$ cat src/rtl/alu_muldiv.sv
`default_nettype none
// ============================================================================
// Module   : alu_muldiv
// Purpose  : Iterative multiply/divide unit with architectural HI/LO.
//            MULT/MULTU use one shift-add step per cycle, and DIV/DIVU use
//            one restoring-division step per cycle. MTHI/MTLO/MFHI/MFLO
//            complete in a single cycle.
// Revision : 1.0 - initial release
// ============================================================================
module alu_muldiv #(
    parameter int WIDTH = 32,
    parameter int CNT_W = $clog2(WIDTH) + 1
) (
    input  logic             clk,
    input  logic             rst,
    input  logic             op_valid,
    input  logic [2:0]       op,
    input  logic [WIDTH-1:0] src1,
    input  logic [WIDTH-1:0] src2,
    input  logic             flush,
    output logic             stallreq,
    output logic             busy,
    output logic [WIDTH-1:0] result_o,
    output logic [WIDTH-1:0] hi_o,
    output logic [WIDTH-1:0] lo_o,
    output logic             div_zero
);

    typedef enum logic [1:0] {
        S_IDLE = 2'd0,
        S_MUL  = 2'd1,
        S_DIV  = 2'd2,
        S_DONE = 2'd3
    } state_t;

    state_t             r_state;
    state_t             w_next;

    // Multiply: {partial product high, multiplier shifting out}.
    // Divide:   {remainder, dividend shifting out / quotient shifting in}.
    logic [2*WIDTH-1:0] r_acc;
    logic [WIDTH-1:0]   r_opb;      // multiplicand or divisor magnitude
    logic [WIDTH-1:0]   r_hi;
    logic [WIDTH-1:0]   r_lo;
    logic [CNT_W-1:0]   r_cnt;
    logic               r_neg_q;    // product / quotient must be negated
    logic               r_neg_r;    // remainder must be negated
    logic               r_is_div;
    logic               r_dz;       // current operation is a divide by zero

    // Launch decode
    logic               w_launch;
    logic               w_signed;
    logic               w_neg1;
    logic               w_neg2;
    logic [WIDTH-1:0]   w_abs1;
    logic [WIDTH-1:0]   w_abs2;
    logic               w_zero_div;
    logic               w_last;

    assign w_launch   = (r_state == S_IDLE) && op_valid && !op[2] && !flush;
    assign w_signed   = !op[0];
    assign w_neg1     = w_signed && src1[WIDTH-1];
    assign w_neg2     = w_signed && src2[WIDTH-1];
    assign w_abs1     = w_neg1 ? -src1 : src1;
    assign w_abs2     = w_neg2 ? -src2 : src2;
    assign w_zero_div = op[1] && (src2 == '0);
    assign w_last     = (r_cnt == CNT_W'(WIDTH - 1));

    // Shift-add step: add multiplicand to the upper half when the current
    // multiplier bit is set, then shift the whole accumulator right.
    logic [WIDTH:0]     w_addend;
    logic [WIDTH:0]     w_mul_sum;
    logic [2*WIDTH-1:0] w_mul_next;

    assign w_addend   = r_acc[0] ? {1'b0, r_opb} : '0;
    assign w_mul_sum  = {1'b0, r_acc[2*WIDTH-1:WIDTH]} + w_addend;
    assign w_mul_next = {w_mul_sum, r_acc[WIDTH-1:1]};

    // Restoring step: shift the next dividend bit into the remainder and
    // keep the difference only when it does not borrow.
    logic [WIDTH:0]     w_div_shift;
    logic [WIDTH:0]     w_div_diff;
    logic               w_div_ok;
    logic [2*WIDTH-1:0] w_div_next;

    assign w_div_shift = {r_acc[2*WIDTH-1:WIDTH], r_acc[WIDTH-1]};
    assign w_div_diff  = w_div_shift - {1'b0, r_opb};
    assign w_div_ok    = !w_div_diff[WIDTH];
    assign w_div_next  = {(w_div_ok ? w_div_diff[WIDTH-1:0] : w_div_shift[WIDTH-1:0]),
                          r_acc[WIDTH-2:0], w_div_ok};

    // Sign correction applied at writeback
    logic [2*WIDTH-1:0] w_prod_fix;
    logic [WIDTH-1:0]   w_quot_fix;
    logic [WIDTH-1:0]   w_rem_fix;

    assign w_prod_fix = r_neg_q ? -r_acc : r_acc;
    assign w_quot_fix = r_neg_q ? -r_acc[WIDTH-1:0] : r_acc[WIDTH-1:0];
    assign w_rem_fix  = r_neg_r ? -r_acc[2*WIDTH-1:WIDTH] : r_acc[2*WIDTH-1:WIDTH];

    // State register
    always_ff @(posedge clk) begin
        if (!rst) begin
            r_state <= S_IDLE;
        end else begin
            r_state <= w_next;
        end
    end

    // Next state and handshake outputs; flush and reset dominate
    always_comb begin
        w_next   = r_state;
        stallreq = 1'b0;
        busy     = (r_state != S_IDLE);
        div_zero = 1'b0;
        case (r_state)
            S_IDLE: begin
                if (w_launch) begin
                    stallreq = 1'b1;
                    if (w_zero_div) begin
                        w_next = S_DONE;
                    end else if (op[1]) begin
                        w_next = S_DIV;
                    end else begin
                        w_next = S_MUL;
                    end
                end
            end
            S_MUL: begin
                stallreq = 1'b1;
                if (w_last) begin
                    w_next = S_DONE;
                end
            end
            S_DIV: begin
                stallreq = 1'b1;
                if (w_last) begin
                    w_next = S_DONE;
                end
            end
            S_DONE: begin
                w_next   = S_IDLE;
                div_zero = r_dz;
            end
            default: begin
                w_next = S_IDLE;
            end
        endcase
        if (flush) begin
            w_next   = S_IDLE;
            stallreq = 1'b0;
        end
        if (!rst) begin
            stallreq = 1'b0;
        end
    end

    // Operand capture at launch and one iteration step per busy cycle
    always_ff @(posedge clk) begin
        if (!rst) begin
            r_acc    <= '0;
            r_opb    <= '0;
            r_cnt    <= '0;
            r_neg_q  <= 1'b0;
            r_neg_r  <= 1'b0;
            r_is_div <= 1'b0;
            r_dz     <= 1'b0;
        end else if (w_launch) begin
            r_cnt    <= '0;
            r_is_div <= op[1];
            r_dz     <= w_zero_div;
            if (w_zero_div) begin
                // Pending result is raw src1 / all-ones with no correction
                r_acc   <= {src1, {WIDTH{1'b1}}};
                r_opb   <= '0;
                r_neg_q <= 1'b0;
                r_neg_r <= 1'b0;
            end else if (op[1]) begin
                r_acc   <= {{WIDTH{1'b0}}, w_abs1};
                r_opb   <= w_abs2;
                r_neg_q <= w_neg1 ^ w_neg2;
                r_neg_r <= w_neg1;
            end else begin
                r_acc   <= {{WIDTH{1'b0}}, w_abs2};
                r_opb   <= w_abs1;
                r_neg_q <= w_neg1 ^ w_neg2;
                r_neg_r <= 1'b0;
            end
        end else if (r_state == S_MUL) begin
            r_acc <= w_mul_next;
            r_cnt <= r_cnt + CNT_W'(1);
        end else if (r_state == S_DIV) begin
            r_acc <= w_div_next;
            r_cnt <= r_cnt + CNT_W'(1);
        end
    end

    // Architectural HI/LO: writeback on DONE, moves from GPRs in IDLE
    always_ff @(posedge clk) begin
        if (!rst) begin
            r_hi <= '0;
            r_lo <= '0;
        end else if (!flush) begin
            if (r_state == S_DONE) begin
                if (r_is_div) begin
                    r_hi <= w_rem_fix;
                    r_lo <= w_quot_fix;
                end else begin
                    r_hi <= w_prod_fix[2*WIDTH-1:WIDTH];
                    r_lo <= w_prod_fix[WIDTH-1:0];
                end
            end else if (r_state == S_IDLE && op_valid) begin
                if (op == 3'd4) begin
                    r_hi <= src1;
                end else if (op == 3'd5) begin
                    r_lo <= src1;
                end
            end
        end
    end

    // MFHI/MFLO read port
    always_comb begin
        result_o = '0;
        if (op_valid && op == 3'd6) begin
            result_o = r_hi;
        end else if (op_valid && op == 3'd7) begin
            result_o = r_lo;
        end
    end

    assign hi_o = r_hi;
    assign lo_o = r_lo;

endmodule
`default_nettype wire

$ cat config.mk
export PLATFORM = sky130hd
export DESIGN_NAME = alu_muldiv
export DESIGN_NICKNAME = d
export VERILOG_FILES = /design/src/rtl/alu_muldiv.sv
export SDC_FILE = /design/constraint.sdc
export NUM_CORES = 1
export LEC_CHECK = 0
export CAP_MARGIN = 5
export CORE_UTILIZATION = 58
export CTS_BUF_LIST = sky130_fd_sc_hd__clkbuf_8 sky130_fd_sc_hd__clkbuf_16
export DETAILED_ROUTE_END_ITERATION = 8
export PLACE_DENSITY = 0.82
export SLEW_MARGIN = 20
export SYNTH_ARGS = -nofsm -noshare
export SYNTH_HDL_FRONTEND = slang
export SYNTH_SLANG_ARGS = --single-unit
$ cat constraint.sdc
create_clock -name clk -period 4.83 [get_ports clk]
set_clock_uncertainty 0.15 [all_clocks]
set_input_delay 0.966 -clock clk [delete_from_list [all_inputs] [get_ports clk]]
set_output_delay 0.966 -clock clk [all_outputs]
set_load 0.005 [all_outputs]
==> flow_summary.toml <==
[detailed_routing]
wirelength_um = 68140
ant_nets = 0
met2_length_um = 26840
via_per_inst = 6.987
wl_met1_um = 24230
wire_per_inst_um = 26.54
drc_errors = 25
route.met3.wl_um = 10730
via_count = 17940
drt_pass1_iterations = 9
drt_iter0_drc = 2991
highest_layer = "met5"

[worst_setup_path]
critPathMaxFanout = 5
crit_path_end_kind = "register"
crit_type = "input pin to register"
start_kind = "input pin"
worstPathArrival_ns = 4.59
cp.required_ns = 5.00

[floorplanning]
die_x_um = 164.6
die_area_mm2 = 0.02710
die_h_um = 164.6
start_util = 0.5903
io_pins = 170
core_mm2 = 0.02598
row_count = 59

[synthesis]
ys_dominant_reg_cell = "dfxtp_1"
ys_seq_area_frac = 0.2245
synthArstFlopShare = 0
ys_warn_count = 0
synth_fp_nets = 2260
synth-seq-cells = 172
netlist_area_mm2 = 0.01534
synthCells = 2113
synth_cell_types = 80
synth_edf_count = 0
avgSynthCellArea_um2 = 7.259

[clocking]
cts_tree = "built"
cts_setup_buffers = 0
cts_resized = 0
clockRootBuffer = "clkbuf_16"
postCtsHoldBufs = 0
clk_pin_slew_ns = 0.07
cts_made_buffers = 17
clock_latency_ns = 0.45
cts_buffer_depth = 2
clkSinkCount = 172
h-tree-depth = 4

[grt]
antenna_found_initial = 1
grt_overflow = 0
grt_pass1_vias = 16140
grt_pass1_wl_um = 99480
grt_max_degree = 100
grtUsageTotal = 0.4971

[final_layout]
drive_gt1_frac = 0.06538
area_delta_synth_final_pct = 17.81
n_antenna_cell = 0
fillCellCount = 2191
multiInputGateArea_mm2 = 0.01108
fin_util = 0.6954
seq_area_mm2 = 0.003443
fin_nets = 2367

[placed_design]
portBuffers = 169
finalWeightedCongestion = 1.042
dpl.hpwl_um = 50190

[power]
ir_worst_vdd_v = 0.0002187
power_density_mw_per_mm2 = 296.3
leakagePower_nw = 7.025

[status]
violations = "DRC"
status = "complete, but fails checks"

[sta]
finalSetupViolCount = 0
report.final.hold_viol_count = 0
maxSlewHeadroom = 0.1430
worstMarginPinSlew_ns = 1.275
fmax_mhz = 225.9
maxSlewViolCount = 0
fin_crit_sh = 0.9165
timing.setup.tns_ns = 0
rsz0062_at_grt = "no"
fin_crit_ns = 4.427

[flow_run]
max-cap-violations = 0

[min_path]
worstHoldPathType = "register to register"
where the power goes:
| group | switching [mW] | internal [mW] | total, mW | leakage, nW |
|---|---|---|---|---|
| logic | 1.39 | 0.888 | 2.28 | 5.35 |
| clock network | 0.724 | 0.690 | 1.41 | 0.275 |
| registers | 0.164 | 1.50 | 1.66 | 1.40 |
| total | 2.28 | 3.08 | 5.35 | 7.02 |
layout make-up:
class	instances	area share
Inverter	64	0.01329
Tap cell	335	0.02320
Clock inverter	15	0.008655
Sequential cell	172	0.1906
Timing Repair Buffer	245	0.1274
Clock buffer	17	0.02354
Multi-Input combinational cell	1720	0.6133
final timing paths:
path | start | endpoint | slack (ns) | cells past startpoint
max | src1[10] | r_acc[26] | 0.40 | 11
max reg2reg | r_acc[0] | r_acc[63] | 0.43 | 13
min reg2reg | r_opb[5] | r_opb[5] | 0.32 | 2
min | r_opb[5] | r_opb[5] | 0.32 | 2
synthesized netlist by cell type, drive strengths merged (11+ instances only):
| master | instances | area (um^2) |
|---|---|---|
| nor2 | 278 | 1056 |
| nand2b | 16 | 100.1 |
| xnor2 | 93 | 814.5 |
| ha | 74 | 925.9 |
| nor2b | 12 | 75.07 |
| mux2i | 37 | 370.4 |
| mux2 | 19 | 214.0 |
| o21ai | 161 | 805.8 |
| clkbuf | 131 | 491.7 |
| a21oi | 227 | 1136 |
| o211ai | 17 | 127.6 |
| xor2 | 84 | 735.7 |
| inv | 64 | 240.2 |
| a211oi | 49 | 367.9 |
| and2 | 14 | 87.58 |
| o221ai | 46 | 402.9 |
| o21a | 16 | 120.1 |
| o41ai | 12 | 105.1 |
| nor3 | 43 | 215.2 |
| o22ai | 18 | 125.1 |
| buf | 26 | 125.1 |
| a221oi | 23 | 201.4 |
| or4 | 11 | 93.84 |
| a31oi | 15 | 100.1 |
| and3 | 12 | 75.07 |
| nand4 | 17 | 112.6 |
| nor4 | 16 | 100.1 |
| a21o | 38 | 285.3 |
| dfxtp | 172 | 3443 |
| nand3 | 38 | 190.2 |
| a2bb2oi | 22 | 192.7 |
| a22o | 33 | 289.0 |
| nand2 | 161 | 604.3 |
| o31ai | 23 | 172.7 |
flip-flops by register name, summed over array words and instances, names as in the netlist:
| register | cells |
|---|---|
| r_acc | 64 |
| hi_o | 32 |
| lo_o | 32 |
| r_opb | 32 |
| r_cnt | 6 |
| r_state | 2 |
| r_dz | 1 |
| r_is_div | 1 |
| r_neg_q | 1 |
| r_neg_r | 1 |
routing by layer:
| layer | vias up | GRT usage |
|---|---|---|
| li1 | 7984 | - |
| met1 | 8185 | 0.6111 |
| met2 | 1414 | 0.6950 |
| met3 | 357 | 0.1813 |
| met4 | 2 | 0.3866 |
| met5 | - | 0.02462 |
stage by stage:
step / total power, mW / worst slack (ns) / instance area (um^2) / hold WS (ns) / cells
after floorplan: 3.106 / 1.370 / 15340 / 0.2773 / 2113
after global placement: 3.807 / 0.3390 / 17490 / 0.2844 / 2536
after detailed placement: 3.838 / 0.2832 / 17490 / 0.2957 / 2536
after CTS: 5.221 / 0.6132 / 18070 / 0.3055 / 2568
after global routing: 5.534 / 0.1264 / 18070 / 0.3515 / 2568
final: 5.354 / 0.4032 / 18070 / 0.3178 / 2568
worst max-delay path, stage by stage:
cell	delay, ns
clkdlybuf4s50_1	0.63
nor3_1	0.50
nand2b_1	0.24
nor3_1	0.61
and3_1	0.41
nand3_1	0.23
o21ai_0	0.28
xor2_1	0.34
nand2_1	0.10
o21ai_0	0.17
a21oi_1	0.12
kinds of logic (layout without fill, tap and decap cells):
group / count (synthesis) / in the layout / share of synthesized area
multiplexers: 56 / 56 / 0.03810
buffers and inverters: 221 / 341 / 0.05588
flip-flops: 172 / 172 / 0.2245
AND/OR/NAND/NOR: 643 / 643 / 0.1897
AO/OA/AOI/OAI: 768 / 768 / 0.3278
adder cells (fa/ha/maj): 76 / 76 / 0.06297
XOR/XNOR: 177 / 177 / 0.1011
cell usage in the layout, fill, tap and decap left out, types with 8 or more instances in the layout:
cell type,synthesis,final
a21oi_1,227,227
and2_1,14,14
clkbuf_16,0,17
a21o_1,38,38
mux2i_1,37,37
nand2b_1,16,16
o211ai_1,17,17
a2bb2oi_1,22,22
o21ai_0,153,152
o41ai_1,12,12
nor4_1,16,16
nor3_1,43,42
or4_1,8,8
o21bai_1,9,9
nor2_1,275,273
xnor2_1,93,92
xor2_1,84,84
o221ai_1,46,46
inv_1,63,63
clkdlybuf4s50_1,0,167
a211oi_1,49,49
a31oi_1,14,14
o22ai_1,16,16
nand2_1,161,161
a221oi_1,23,23
mux2_1,12,12
dfxtp_1,172,172
o21a_1,16,16
and3_1,12,12
a22o_1,33,33
buf_4,1,72
o31ai_1,23,23
ha_1,74,73
o32ai_1,10,10
nand3_1,38,38
nand4_1,16,16
or3_1,10,10
nor2b_1,12,12
No activity file was read; power rests on OpenSTA's default activity.
